File: config.mk
export PLATFORM = sky130hd
export DESIGN_NAME = pipe_pc_ctrl
export DESIGN_NICKNAME = d
export VERILOG_FILES = /design/src/rtl/pipe_pkg.sv /design/src/rtl/pc_reg.sv /design/src/rtl/pipe_pc_ctrl.sv
export SDC_FILE = /design/constraint.sdc
export NUM_CORES = 1
export LEC_CHECK = 0
export ABC_AREA = 1
export CORE_MARGIN = 3
export CORE_UTILIZATION = 38
export CTS_CLUSTER_DIAMETER = 100
export CTS_CLUSTER_SIZE = 24
export DETAILED_ROUTE_END_ITERATION = 10
export GPL_ROUTABILITY_DRIVEN = 0
export SLEW_MARGIN = 0
export SYNTH_ARGS = -nofsm -noshare
export SYNTH_HDL_FRONTEND = slang
export SYNTH_SLANG_ARGS = --single-unit
File: constraint.sdc
create_clock -name clk -period 2.25 [get_ports clk]
set_input_delay 0.225 -clock clk [delete_from_list [all_inputs] [get_ports clk]]
set_output_delay 0.225 -clock clk [all_outputs]
set_load 0.05 [all_outputs]
File: src/rtl/pipe_pkg.sv
// Shared types and default vectors for the fetch-PC controller.
// Holds the FSM state encoding and the kind of a latched request.
package pipe_pkg;

    typedef enum logic {
        ST_RUN  = 1'b0,
        ST_PEND = 1'b1
    } state_e;

    typedef enum logic {
        PK_REDIR = 1'b0,
        PK_TRAP  = 1'b1
    } pend_kind_e;

    localparam logic [31:0] DEF_RESET_VEC = 32'h0000_0000;
    localparam logic [31:0] DEF_TRAP_VEC  = 32'h0000_0008;

endpackage : pipe_pkg

File: src/rtl/pc_reg.sv
// Fetch PC storage: WIDTH-bit register with load enable and a
// synchronous active-low reset to RST_VAL.
module pc_reg #(
    parameter int              WIDTH   = 32,
    parameter logic [WIDTH-1:0] RST_VAL = '0
) (
    input  logic             clk,
    input  logic             clrn,
    input  logic             load_i,
    input  logic [WIDTH-1:0] pc_d,
    output logic [WIDTH-1:0] pc_q
);

    // NOTE: sequential state is always assigned with <= so every flop samples
    // pre-edge values; blocking assignments here would create ordering races.
    always_ff @(posedge clk) begin
        if (!clrn) begin
            pc_q <= RST_VAL;
        end else if (load_i) begin
            pc_q <= pc_d;
        end
    end

endmodule : pc_reg

File: src/rtl/pipe_pc_ctrl.sv
// Fetch PC controller: sequential stepping, redirects and traps, with one
// request latched while fetch is stalled and replayed when it resumes.
module pipe_pc_ctrl
    import pipe_pkg::*;
#(
    parameter int               WIDTH     = 32,
    parameter int               STEP      = 4,
    parameter logic [WIDTH-1:0] RESET_VEC = WIDTH'(DEF_RESET_VEC),
    parameter logic [WIDTH-1:0] TRAP_VEC  = WIDTH'(DEF_TRAP_VEC)
) (
    input  logic             clk,
    input  logic             clrn,
    input  logic             we,
    input  logic             redir_valid,
    input  logic [WIDTH-1:0] redir_target,
    input  logic             trap_valid,
    output logic [WIDTH-1:0] pc,
    output logic             pc_valid,
    output logic             flush,
    output logic             misalign,
    output logic             pend
);

    localparam logic [WIDTH-1:0] STEP_MASK = WIDTH'(STEP - 1);
    localparam logic [WIDTH-1:0] STEP_INC  = WIDTH'(STEP);

    state_e           state_q, state_d;
    pend_kind_e       kind_q, kind_d;
    logic [WIDTH-1:0] tgt_q, tgt_d;
    logic             pmis_q, pmis_d;
    logic             flush_q, flush_d;
    logic             mis_q, mis_d;
    logic             valid_q;

    logic             pc_load;
    logic [WIDTH-1:0] pc_next;
    logic             redir_mis;

    assign redir_mis = |(redir_target & STEP_MASK);

    pc_reg #(
        .WIDTH   (WIDTH),
        .RST_VAL (RESET_VEC)
    ) u_pc_reg (
        .clk    (clk),
        .clrn   (clrn),
        .load_i (pc_load),
        .pc_d   (pc_next),
        .pc_q   (pc)
    );

    // NOTE: every signal written here gets a default first, so no path
    // leaves one unassigned and no latch is inferred.
    always_comb begin
        state_d = state_q;
        kind_d  = kind_q;
        tgt_d   = tgt_q;
        pmis_d  = pmis_q;
        pc_load = 1'b0;
        pc_next = pc + STEP_INC;
        flush_d = 1'b0;
        mis_d   = 1'b0;

        if (we) begin
            pc_load = 1'b1;
            state_d = ST_RUN;
            kind_d  = PK_REDIR;
            pmis_d  = 1'b0;
            if (trap_valid) begin
                pc_next = TRAP_VEC;
                flush_d = 1'b1;
            end else if (state_q == ST_PEND) begin
                // A live redirect arriving with a pending entry is dropped.
                pc_next = (kind_q == PK_TRAP) ? TRAP_VEC : tgt_q;
                flush_d = 1'b1;
                mis_d   = pmis_q;
            end else if (redir_valid) begin
                flush_d = 1'b1;
                if (redir_mis) begin
                    pc_next = TRAP_VEC;
                    mis_d   = 1'b1;
                end else begin
                    pc_next = redir_target;
                end
            end
        end else begin
            if (trap_valid) begin
                state_d = ST_PEND;
                kind_d  = PK_TRAP;
                pmis_d  = 1'b0;
            end else if (redir_valid && !(state_q == ST_PEND && kind_q == PK_TRAP)) begin
                // Misalignment is resolved now; the pulse waits for the load.
                state_d = ST_PEND;
                kind_d  = redir_mis ? PK_TRAP : PK_REDIR;
                tgt_d   = redir_target;
                pmis_d  = redir_mis;
            end
        end
    end

    always_ff @(posedge clk) begin
        if (!clrn) begin
            state_q <= ST_RUN;
            kind_q  <= PK_REDIR;
            tgt_q   <= '0;
            pmis_q  <= 1'b0;
            flush_q <= 1'b0;
            mis_q   <= 1'b0;
            valid_q <= 1'b0;
        end else begin
            state_q <= state_d;
            kind_q  <= kind_d;
            tgt_q   <= tgt_d;
            pmis_q  <= pmis_d;
            flush_q <= flush_d;
            mis_q   <= mis_d;
            valid_q <= 1'b1;
        end
    end

    assign pc_valid = valid_q;
    assign flush    = flush_q;
    assign misalign = mis_q;
    assign pend     = (state_q == ST_PEND);

endmodule : pipe_pc_ctrl

==> flow_summary.ini <==
[synth]
synth-seq-cells = 70
synth_cells = 654
synthFlopType = dfxtp_1
synthArstFlopShare_pct = 0
netlist_area_um2 = 4010
avgSynthCellArea_um2 = 6.13
synth_edf_count = 0
yosysSeqAreaShare_pct = 35.0
ys_types = 41
syn-num-nets = 692
synth-warning-count = 0

[clock_network]
clk_pin_slew_ns = 0.09
numCtsBuffers = 9
cts_buffer_depth = 2
cts_resized = 0
cts.sinks = 70
cts-root-buf = clkbuf_8
cts_setup_buffers = 0
cts_htree_levels = 3
holdBufCountCts = 0
worst_skew_pair.late_latency_ns = 0.36
cts_tree = done

[power]
power_frac_clock_pct = 43.3
cellLeakagePower_nw = 2.17
p_int_mw = 2.37
pwr-share-seq_pct = 41.1
vdd_ir_drop_max_v = 0.000374
comb_power_share_pct = 15.6
switching_power_mw = 0.897
netSwitchingFraction_pct = 27.5
p_per_area_nw_per_um2 = 631

[sta]
slew_violations = 0
worst_pin_slew_ns = 0.573
setup_viol = 0
post-route-min-period_ns = 1.95
max_slew_margin_pct = 61.8
rsz0062_at_grt = no
max_freq_mhz = 512
layout_setup_ws_ns = 0.298
hold_violations = 0
fin_worst_skew_ns = 0.00994
setup_tns_ns = 0
fin_crit_sh_pct = 86.7

[finish]
multi_input_area_um2 = 2280
final.fill_count = 1087
syn_to_final_growth_pct = 29.2
stdcell_count = 865
design_area_um2 = 5180
drive_gt1_share_pct = 8.06
antenna_cells = 0
nets = 765
final_core_util_pct = 51.8
seq_area_um2 = 1400

[die]
core_area_um2 = 10000
initial_core_util_pct = 40.1
dieArea_um2 = 11800
ios = 73
fp.dieW_um = 109
num_rows = 36
chipHeight_um = 109

[global_route]
globalRouteTotalUtil_pct = 23.2
antenna_found_initial = 0
grt_pass1_vias = 4078
overflow = 0
grt_pass1_wl_um = 21000
grt_max_degree = 28

[setup_path]
cp_data_required_time_ns = 2.03
crit_fanout = 7
max_stage_delay_ns = 0.87
critical_path.top_delay_family = buffers and inverters
cp-end-kind = output pin
path_class = reg2out
slowest_stage = clkdlybuf4s50_1
cp-start-kind = register
worstPathCellList = clkdlybuf4s50_1
r2r_slack_ns = 0.47
cp.arrival_ns = 1.73
worstPathBufferInverterCount = 1

[placed_design]
io_buffers = 72
place.detailed.hpwl_um = 9610
dp_slack_ns = 0.256
dpl_cell_area_um2 = 4910
placedCellCount = 849

[routing]
viasPerCell = 5.06
totalWireLength_um = 13200
drc = 0
routedWlPerCell_um = 15.3
num_vias = 4380
drtPass1Iterations = 5
antenna_left = 0
drtIter0Drc = 292

[flow_run]
max_cap_viol_count = 0

[outcome]
status = finished, final reports clean

[worst_hold_path]
worstHoldPathType = in2reg
## through the flow
stage,hold slack [ns],total power [mW]
2_1_floorplan,0.253,1.65
3_3_place_gp,0.482,1.87
3_5_place_dp,0.479,1.87
4_1_cts,0.421,3.27
5_1_grt,0.456,3.38
6_report,0.433,3.27
## cells in the final DEF (no fill, tap or decap), types with 2 or more instances in the layout
cell type	netlist	final
o21ai_1	3	3
inv_2	5	5
o21ai_0	62	62
buf_4	1	16
bufinv_16	0	4
nor3_1	8	8
a32oi_1	2	2
a31oi_1	6	6
nor2_1	105	105
dfxtp_1	70	70
clkdlybuf4s50_1	0	71
nand3_2	2	2
nand3_1	34	34
nand4_1	2	2
nand2_2	6	6
xor2_1	5	5
a21oi_1	21	21
inv_1	50	50
nand2_1	216	216
nand3b_1	3	3
nor2_4	5	5
nor2_2	6	6
clkbuf_8	0	10
## Yosys cell counts (3+ instances only)
cell type	n	area [um2]
a21oi_1	21	105
a31oi_1	6	37.5
buf_2	13	65.1
clkbuf_1	9	33.8
dfxtp_1	70	1400
inv_1	50	188
inv_2	5	18.8
nand2_1	216	811
nand2_2	6	37.5
nand3_1	34	170
nand3b_1	3	22.5
nor2_1	105	394
nor2_2	6	37.5
nor2_4	5	56.3
nor3_1	8	40.0
o21ai_0	62	310
o21ai_1	3	15.0
xor2_1	5	43.8
## routing by layer
layer	share of wire (%)	vias up	GRT usage, %
met5	0	-	0
met2	43	144	34.7
li1	-	2225	-
met3	5.6	20	3.26
met4	1.9	0	8.39
met1	49	1991	33.9
## path summary, 6_finish.rpt
path / startpoint / endpoint / depth (start not counted)
worst max register to register: u_pc_reg.pc_q[3]$_SDFFE_PN0P_ / u_pc_reg.pc_q[20]$_SDFFE_PN0P_ / 10
worst min-delay path: redir_target[21] / tgt_q[21]$_SDFFE_PN0P_ / 3
worst min register to register: tgt_q[0]$_SDFFE_PN0P_ / u_pc_reg.pc_q[0]$_SDFFE_PN0P_ / 2
worst max-delay path: u_pc_reg.pc_q[27]$_SDFFE_PN0P_ / pc[27] / 1
## final cells by class
class,instances,share of cell area [%]
clock buffers,11,2.73
clock inverters,5,2.49
inverters,55,3.99
multi-input cells,503,44.1
flip-flops and latches,70,27.1
well taps,133,3.21
repair buffers,88,16.4
## worst min-delay path: stages
cell and delay [ns]:
clkdlybuf4s50_1 0.40, inv_1 0.07, a21oi_1 0.06
## flip-flops by register name, summed over array words and instances (netlist names)
register / count
flush: 1
kind_q: 1
misalign: 1
pc_valid: 1
pend: 1
pmis_q: 1
tgt_q: 32
u_pc_reg.pc_q: 32
## power by group through the flow
stage / sequential, mW / combinational (mW) / clock, mW
global placement: 1.37 / 0.501 / 0
CTS: 1.34 / 0.505 / 1.42
detailed placement: 1.37 / 0.503 / 0
global route: 1.35 / 0.555 / 1.47
finish: 1.34 / 0.509 / 1.41
floorplan: 1.44 / 0.216 / 0
## logic make-up after synthesis
| kind of cell | share of synthesized area [%] |
|---|---|
| AO/OA/AOI/OAI | 14.3 |
| AND/OR/NAND/NOR | 41.0 |
| flip-flops | 35.0 |
| XOR/XNOR | 1.31 |
| adder cells (fa/ha/maj) | 0.312 |
| buffers and inverters | 8.12 |
Note: power is estimated with default switching activity, not from simulation.
